===== src/rtl/riscv_pkg.sv =====
// Shared RV32M types: funct3 op encoding and the mul/div FSM states.
package riscv_pkg;

  typedef enum logic [2:0] {
    OP_MUL    = 3'd0,
    OP_MULH   = 3'd1,
    OP_MULHSU = 3'd2,
    OP_MULHU  = 3'd3,
    OP_DIV    = 3'd4,
    OP_DIVU   = 3'd5,
    OP_REM    = 3'd6,
    OP_REMU   = 3'd7
  } muldiv_op_t;

  typedef enum logic [1:0] {
    S_IDLE = 2'd0,
    S_CALC = 2'd1,
    S_DONE = 2'd2
  } muldiv_state_t;

endpackage


===== src/rtl/riscv_muldiv_addsub.sv =====
// Combinational add/subtract with carry-out.
// Shared by the multiply and divide iterations.
module muldiv_addsub #(
  parameter int W = 33
) (
  input  logic [W-1:0] a,
  input  logic [W-1:0] b,
  input  logic         sub,
  output logic [W-1:0] sum,
  output logic         cout
);

  logic [W:0] r;

  assign r = {1'b0, a}
           + {1'b0, sub ? ~b : b}
           + {{W{1'b0}}, sub};

  assign sum  = r[W-1:0];
  assign cout = r[W];

endmodule


===== src/rtl/riscv_muldiv.sv =====
// Iterative radix-2 RV32M multiply/divide unit.
// Shift-add multiply, restoring divide, one bit per cycle.
import riscv_pkg::*;

module riscv_muldiv #(
  parameter int XLEN      = 32,
  parameter bit EARLY_OUT = 1'b1
) (
  input  logic            clk,
  input  logic            rst,
  input  logic            flush,
  input  logic            req_valid,
  output logic            req_ready,
  input  logic [2:0]      req_op,
  input  logic [XLEN-1:0] req_a,
  input  logic [XLEN-1:0] req_b,
  output logic            resp_valid,
  input  logic            resp_ready,
  output logic [XLEN-1:0] resp_data,
  output logic            busy
);

  localparam int CW = $clog2(XLEN);
  localparam logic [XLEN-1:0] MIN_NEG =
    {1'b1, {(XLEN-1){1'b0}}};

  muldiv_state_t     state_q, state_d;
  muldiv_op_t        op_q, op_in;
  logic [2*XLEN-1:0] acc_q, acc_nxt, prod;
  logic [XLEN-1:0]   a_q, b_q, ma, mb;
  logic [XLEN-1:0]   quo, rem, res;
  logic [CW-1:0]     cnt_q;
  logic              fin_q, neg_q, dz_q, ov_q;
  logic              sgn_a, sgn_b, sa, sb;
  logic              neg_in, dz_in, ov_in;
  logic              accept;
  logic [XLEN:0]     as_a, as_b, as_sum;
  logic              as_sub, as_cout;

  assign accept = req_valid & req_ready;

  // operand sign decode and magnitude conversion
  always_comb begin
    op_in = muldiv_op_t'(req_op);
    sgn_a = 1'b0;
    sgn_b = 1'b0;
    unique case (op_in)
      OP_MUL, OP_MULH, OP_DIV, OP_REM: begin
        sgn_a = 1'b1;
        sgn_b = 1'b1;
      end
      OP_MULHSU: sgn_a = 1'b1;
      default: ;
    endcase
    sa     = sgn_a & req_a[XLEN-1];
    sb     = sgn_b & req_b[XLEN-1];
    ma     = sa ? -req_a : req_a;
    mb     = sb ? -req_b : req_b;
    neg_in = (req_op[2] & req_op[1]) ? sa : sa ^ sb;
    dz_in  = req_op[2] & ~|req_b;
    ov_in  = sgn_a & req_op[2]
           & (req_a == MIN_NEG) & (&req_b);
  end

  always_comb begin
    if (op_q[2]) begin
      as_a   = acc_q[2*XLEN-1:XLEN-1];
      as_b   = {1'b0, b_q};
      as_sub = 1'b1;
    end else begin
      as_a   = {1'b0, acc_q[2*XLEN-1:XLEN]};
      as_b   = {1'b0, acc_q[0] ? b_q : '0};
      as_sub = 1'b0;
    end
  end

  muldiv_addsub #(.W(XLEN+1)) u_addsub (
    .a    (as_a),
    .b    (as_b),
    .sub  (as_sub),
    .sum  (as_sum),
    .cout (as_cout)
  );

  always_comb begin
    if (!op_q[2])
      acc_nxt = {as_sum, acc_q[XLEN-1:1]};
    else if (as_cout)
      acc_nxt = {as_sum[XLEN-1:0],
                 acc_q[XLEN-2:0], 1'b1};
    else
      acc_nxt = {acc_q[2*XLEN-2:0], 1'b0};
  end

  // sign correction and RISC-V corner-case results
  always_comb begin
    prod = neg_q ? -acc_q : acc_q;
    quo  = acc_q[XLEN-1:0];
    rem  = acc_q[2*XLEN-1:XLEN];
    unique case (op_q)
      OP_MUL:            res = prod[XLEN-1:0];
      OP_DIV, OP_DIVU:   res = neg_q ? -quo : quo;
      OP_REM, OP_REMU:   res = neg_q ? -rem : rem;
      default:           res = prod[2*XLEN-1:XLEN];
    endcase
    if (dz_q)
      res = op_q[1] ? a_q : '1;
    else if (ov_q)
      res = op_q[1] ? '0 : a_q;
  end

  always_ff @(posedge clk or posedge rst) begin
    if (rst)        state_q <= S_IDLE;
    else if (flush) state_q <= S_IDLE;
    else            state_q <= state_d;
  end

  always_comb begin
    state_d = state_q;
    unique case (state_q)
      S_IDLE:  if (req_valid)  state_d = S_CALC;
      S_CALC:  if (fin_q)      state_d = S_DONE;
      S_DONE:  if (resp_ready) state_d = S_IDLE;
      default: state_d = S_IDLE;
    endcase
  end

  always_comb begin
    req_ready = (state_q == S_IDLE);
    busy      = (state_q != S_IDLE);
  end

  always_ff @(posedge clk or posedge rst) begin
    if (rst) begin
      op_q       <= OP_MUL;
      acc_q      <= '0;
      a_q        <= '0;
      b_q        <= '0;
      cnt_q      <= '0;
      fin_q      <= 1'b0;
      neg_q      <= 1'b0;
      dz_q       <= 1'b0;
      ov_q       <= 1'b0;
      resp_valid <= 1'b0;
      resp_data  <= '0;
    end else if (flush) begin
      fin_q      <= 1'b0;
      resp_valid <= 1'b0;
    end else begin
      unique case (state_q)
        S_IDLE: if (accept) begin
          op_q  <= op_in;
          a_q   <= req_a;
          b_q   <= mb;
          acc_q <= {{XLEN{1'b0}}, ma};
          cnt_q <= CW'(XLEN - 1);
          neg_q <= neg_in;
          dz_q  <= dz_in;
          ov_q  <= ov_in;
          fin_q <= EARLY_OUT & (dz_in | ov_in);
        end
        S_CALC: if (fin_q) begin
          fin_q      <= 1'b0;
          resp_data  <= res;
          resp_valid <= 1'b1;
        end else begin
          acc_q <= acc_nxt;
          cnt_q <= cnt_q - 1'b1;
          if (cnt_q == '0) fin_q <= 1'b1;
        end
        S_DONE: if (resp_ready) resp_valid <= 1'b0;
        default: ;
      endcase
    end
  end

endmodule


===== config.mk =====
export PLATFORM = sky130hd
export DESIGN_NAME = riscv_muldiv
export DESIGN_NICKNAME = d
export VERILOG_FILES = /design/src/rtl/riscv_pkg.sv /design/src/rtl/riscv_muldiv_addsub.sv /design/src/rtl/riscv_muldiv.sv
export SDC_FILE = /design/constraint.sdc
export NUM_CORES = 1
export LEC_CHECK = 0
export CAP_MARGIN = 0
export CORE_UTILIZATION = 30
export DETAILED_ROUTE_END_ITERATION = 10
export PLACE_DENSITY = 0.54
export SLEW_MARGIN = 20
export SYNTH_ARGS = -nofsm -noshare
export SYNTH_HDL_FRONTEND = slang
export SYNTH_HIERARCHICAL = 1
export SYNTH_SLANG_ARGS = --single-unit

===== constraint.sdc =====
create_clock -name clk -period 5.2 [get_ports clk]
set_input_delay 0.52 -clock clk [delete_from_list [all_inputs] [get_ports clk]]
set_output_delay 0.52 -clock clk [all_outputs]
set_load 0.1 [all_outputs]

# Word-level counts from Yosys, hierarchy flattened
# Index checks and enable logic that the tools add are counted.
dict set report word_totals {
  reg_bits 175
  in_bits 72
  out_inout_bits 35
}
dict set report op_classes {
  n_mux 40
  n_bitwise 12
  reduce_logical 21
  eq_ne 17
  addsub 8
}
# op n
set ops {}
lappend ops {{32-bit 2-to-1 mux} 10}
lappend ops {{64-bit 2-to-1 mux} 5}
lappend ops {{32-bit negation} 4}
lappend ops {{64-bit case mux with 2 select lines} 1}
lappend ops {{32-bit case mux with 3 select lines} 1}
lappend ops {{33-bit 2-to-1 mux} 2}
lappend ops {{64-bit negation} 1}
lappend ops {{33-bit by 33-bit adder with 34-bit output} 1}
lappend ops {{34-bit by 1-bit adder with 34-bit output} 1}
lappend ops {{32-bit NOT with 33-bit output} 1}
lappend ops {{32-bit equality test, second input constant} 1}
lappend ops {{32-bit AND reduction} 1}
lappend ops {{32-bit OR reduction} 1}
lappend ops {{3-bit equality test, second input constant} 6}
lappend ops {{3-bit AND reduction} 4}
lappend ops {{1-bit 2-to-1 mux} 11}
lappend ops {{5-bit 2-to-1 mux} 2}
lappend ops {{5-bit case mux with 2 select lines} 1}
lappend ops {{3-bit != test, second input constant} 3}
lappend ops {{1-bit AND} 8}
lappend ops {{2-bit 2-to-1 mux} 4}
lappend ops {{3-bit zero test} 2}
lappend ops {{2-bit case mux with 3 select lines} 1}
lappend ops {{3-bit nonzero test} 2}
lappend ops {{other kinds (21)} 24}

# Depth between registers and ports, before layout
dict set report logic_depth {
  depth_word 10
  mapped_depth 20
}

# Cells and area by module
# Netlist, hierarchy kept.
# module instances cells_per_inst area_per_inst_um2
set by_module_without_submodules {}
lappend by_module_without_submodules {riscv_muldiv 1 1733 13444.1}
lappend by_module_without_submodules {muldiv_addsub 1 271 1991.9}

# Worst setup path before layout
# No wires, ideal clock.
dict set report synth_timing {
  path_type {flip-flop to flip-flop}
  startpoint {reg op_q[2]}
  endpoint {reg acc_q[39]}
  setup_time_ns 0.136
  path_buffers 6
  stages_incl_launch_ff 20
  t_arrival_ns 4.844
  period_less_slack_ns 4.980
  t_required_ns 5.064
  path_slack_ns 0.220
  cell_sequence {dfrtp_1 buf_1 clkbuf_1 buf_1 mux2_2 ha_1 clkbuf_1 nand4_1 a211o_1 o211ai_1 a31oi_1 o2111ai_1 a311o_1 a21o_1 clkbuf_1 buf_1 mux2i_1 nand2_1 o21ai_0 o22ai_1}
}
dict set report synth_between {
  word_cells_on_any_way 11
  cone_classes {add/sub: 2; mux: 8; bitwise: 1}
}
# item line
set synth_rtl {}
lappend synth_rtl {{start: declaration} riscv_muldiv.sv:28} ;# muldiv_op_t op_q, op_in;
lappend synth_rtl {{start signal: assignment} riscv_muldiv.sv:152} ;# op_q <= op_in;
lappend synth_rtl {{33-bit 2-to-1 mux} riscv_muldiv.sv:66} ;# if (op_q[2]) begin
lappend synth_rtl {{named net as_a[10]} riscv_muldiv.sv:37} ;# logic [XLEN:0] as_a, as_b, as_sum;
lappend synth_rtl {{33-bit by 33-bit adder with 34-bit output} riscv_muldiv_addsub.sv:16} ;# + {1'b0, sub ? ~b : b}
lappend synth_rtl {{34-bit by 1-bit adder with 34-bit output} riscv_muldiv_addsub.sv:17} ;# + {{W{1'b0}}, sub};
lappend synth_rtl {{named net as_cout} riscv_muldiv.sv:38} ;# logic as_sub, as_cout;
lappend synth_rtl {{64-bit 2-to-1 mux} riscv_muldiv.sv:88} ;# else if (as_cout)
lappend synth_rtl {{64-bit 2-to-1 mux} riscv_muldiv.sv:86} ;# if (!op_q[2])
lappend synth_rtl {{64-bit 2-to-1 mux} riscv_muldiv.sv:162} ;# S_CALC: if (fin_q) begin
lappend synth_rtl {{64-bit case mux with 2 select lines} riscv_muldiv.sv:150} ;# unique case (state_q)
lappend synth_rtl {{end signal: assignment} riscv_muldiv.sv:155} ;# acc_q <= {{XLEN{1'b0}}, ma};
lappend synth_rtl {{end signal: assignment} riscv_muldiv.sv:167} ;# acc_q <= acc_nxt;
lappend synth_rtl {{end: declaration} riscv_muldiv.sv:29} ;# logic [2*XLEN-1:0] acc_q, acc_nxt, prod;
# The timed path passes the listed nets, and every way through them passes these cells. The select of a mux whose other input is x is not followed.
# A chain may end at the register's enable or synchronous reset.

# Worst setup path in the final report
dict set report layout_timing {
  startpoint {reg op_q[2]}
  endpoint {reg acc_q[50]}
}
dict set report layout_between {
  word_cells_on_any_way 11
  cone_classes {add/sub: 2; mux: 8; bitwise: 1}
}
# item line
set layout_rtl {}
lappend layout_rtl {{33-bit 2-to-1 mux} riscv_muldiv.sv:66}
lappend layout_rtl {{named net as_a[0]} riscv_muldiv.sv:37}
lappend layout_rtl {{33-bit by 33-bit adder with 34-bit output} riscv_muldiv_addsub.sv:16}
lappend layout_rtl {{34-bit by 1-bit adder with 34-bit output} riscv_muldiv_addsub.sv:17}
lappend layout_rtl {{named net as_sum[18]} riscv_muldiv.sv:37}
lappend layout_rtl {{64-bit 2-to-1 mux} riscv_muldiv.sv:88}
lappend layout_rtl {{64-bit 2-to-1 mux} riscv_muldiv.sv:86}
lappend layout_rtl {{64-bit 2-to-1 mux} riscv_muldiv.sv:162}
lappend layout_rtl {{64-bit case mux with 2 select lines} riscv_muldiv.sv:150}
# The timed path passes the listed nets, and every way through them passes these cells. The select of a mux whose other input is x is not followed.

==> flow_summary.yaml <==
sta:
  setup_viol: 0
  slew_violations: 0
  finalWorstSetupSlack_ps: 745
  period_share_pct: 85.7
  fin_crit_ps: 4460
  rsz0062_at_grt: "no"
  hold_viol_final: 0
  max-slew-margin-rel_pct: 30.5
  worst_pin_slew_ps: 1040
  fin_tns_setup_ps: 0
  fmax_ghz: 0.224
  skew_ps: 12.6
synth:
  postSynthAreaPerCell_um2: 7.70
  synth_flop_cell: "dfrtp_1"
  synth_most_common_cell: "nand2_1"
  syn-cell-area_um2: 15400
  synth_nets: 2116
  synthCells: 2004
  ys_ff_latch: 175
  synth.area.top_cells: "dfrtp_1 28%, nand2_1 8.4%, o21ai_0 8.1%"
  synth_edf_count: 0
  yosysWarnings: 6
  yosys.area.top_type: "dfrtp_1"
  synth_cell_types: 88
  synth_top_area_share_pct: 28.4
  ys_seq_area_share_pct: 28.4
  synth_async_sr_flop_share_pct: 100
  synthTopCellsByCount: "344 x nand2_1, 249 x o21ai_0, 175 x dfrtp_1, 143 x clkbuf_1, 120 x a21oi_1"
routing:
  num_vias: 15000
  routedWlPerCell_um: 20.8
  drtPass1Iterations: 6
  drc_errors: 0
  antenna_left: 0
  drt_iter0_drc: 1365
  wl_mm: 55.6
  vias_per_cell: 5.62
setup_path:
  critPathLaunch: "op_q[2]"
  end_kind: "register"
  timing.rr.start: "op_q[2]"
  critPathLaunchType: "register"
  crit_fanout: 33
  crit_required_ps: 5580
  arrival_ps: 4840
  worstSetupPathType: "reg -> reg"
die:
  initial_utilization_pct: 30.6
  core_um2: 50500
  die-area_um2: 52400
  die_w_um: 229
  io-pin-count: 107
  placementRows: 82
  dieHeight_um: 229
cts:
  clkSlewWorstSetupHoldPaths_ps: 80
  cts_max_level: 4
  clkSinkCount: 175
  cts_max_path_buffers: 2
  clk_latency_ps: 470
  cts_resized: 0
  cts_hold_buf: 0
  cts_buffers: 17
  cts_tree: "yes"
  cts_setup_buffers: 0
  clockRootBuffer: "clkbuf_16"
place:
  gp_congestion: 0.967
  placed_area_um2: 17000
  dp_worst_setup_slack_ps: 818
  io_buffers: 106
  place_hpwl_mm: 42.0
  dp_cells: 2638
status:
  status: "finished, final reports clean"
power:
  vdd_drop_max_mv: 0.372
  cellLeakagePower_nw: 6.88
  power_w: 0.0102
  p_per_area_nw_per_um2: 582
global_routing:
  grt_pass1_wl_mm: 86.4
  grt_max_degree: 92
  grt_pass1_vias: 14000
  grt_overflow_total: 0
  antenna_found_initial: 2
  grt_usage_pct: 21.1
worst_hold_path:
  min-delay-path-class: "reg -> reg"
  hp-start: "b_q[31]"
layout:
  final_cell_area_um2: 17500
  final_cell_count_no_fill: 2670
  areaGrowthSynthToFinish_pct: 13.6
  antenna_cells: 0
  drive_above_1_share_pct: 6.86
  layout.nets: 2097
run:
  max-cap-violations: 0
==> final timing paths <==
kind	to	slack, ps	cells past startpoint
min in group asynchronous	acc_q[18]	600	2
worst min-delay path	b_q[31]	460	2
worst max register to register	acc_q[50]	740	16
max in group asynchronous	op_q[2]	3610	3
worst max-delay path	acc_q[50]	740	16
worst min register to register	b_q[31]	460	2
==> metrics by stage <==
stage	utilization [%]	hold slack, ps
floorplan	-	431
global placement	33.6	444
detailed placement	33.6	449
CTS	34.7	466
global route	34.7	488
finish	34.7	459
==> area by class of cell <==
class | instances | area (um2)
inverters | 27 | 105
flip-flops and latches | 175 | 4380
clock buffers | 18 | 439
fillers | 5270 | 32900
multi-input cells | 1630 | 10300
repair buffers | 134 | 1310
well taps | 672 | 841
clock inverters | 14 | 144
==> logic make-up after synthesis <==
kind of cell / after synthesis / share of synthesized area, %
flip-flops: 175 / 28.4
AO/OA/AOI/OAI: 591 / 23.6
other: 1 / 0.0243
multiplexers: 101 / 6.84
adder cells (fa/ha/maj): 40 / 3.29
AND/OR/NAND/NOR: 709 / 22.2
buffers and inverters: 199 / 5.01
XOR/XNOR: 188 / 10.7
==> placed cells by master (no fill, tap or decap), types with 13 or more instances in the layout <==
cell             netlist  routed
nand4_1               15      15
nor4_1                24      24
o41ai_1               15      15
clkdlybuf4s50_1        0     106
o211ai_1              24      24
mux2i_1               68      68
nor2_1               111     109
clkbuf_16              0      17
buf_4                  1      25
xor2_1                99      99
a21oi_1              120     120
a31oi_1               22      22
a211oi_1              13      13
a21o_1                14      14
o31ai_1               29      29
or4_1                 17      17
dfrtp_1              175     173
a221oi_1              16      16
nor3_1                32      32
xnor2_1               89      89
nor2b_1               43      42
ha_1                  39      39
nand3_1               23      23
mux2_2                32      32
nand2_1              344     343
o21ai_0              249     249
or3_1                 30      28
inv_1                 27      26
==> worst max-delay path, stage by stage (launching register included) <==
cell,delay (ps)
dfrtp_4,640
buf_4,490
nand2_1,80
o21ai_0,140
mux2_4,240
fa_1,210
a21oi_1,110
o2bb2ai_1,330
nor2_1,130
o31ai_1,630
a21boi_0,260
a311oi_1,370
xor2_1,280
mux2i_1,120
nand2_1,90
o21ai_0,70
o21ai_0,130
==> registers in the layout (all words and copies together) (netlist names) <==
register and flops:
dz_q 1, fin_q 1, acc_q 64, op_q 3, resp_data 32, a_q 32, state_q 2, cnt_q 5
neg_q 1, ov_q 1, b_q 32, resp_valid 1
==> routing by layer <==
layer	vias to the layer above	global-route usage, %	part of all wire [%]
met4	2	5.96	2.1
met2	467	33.0	45
li1	7142	-	-
met1	7343	30.0	46
met5	-	0	0.023
met3	59	3.17	6.2
==> where the power goes <==
part	switching, W	total (W)	internal, W
combinational	0.00406	0.00626	0.00220
sequential	0.000824	0.00261	0.00179
clock	0.000645	0.00133	0.000688
total	0.00553	0.0102	0.00467
No activity file was read; power rests on OpenSTA's default activity.
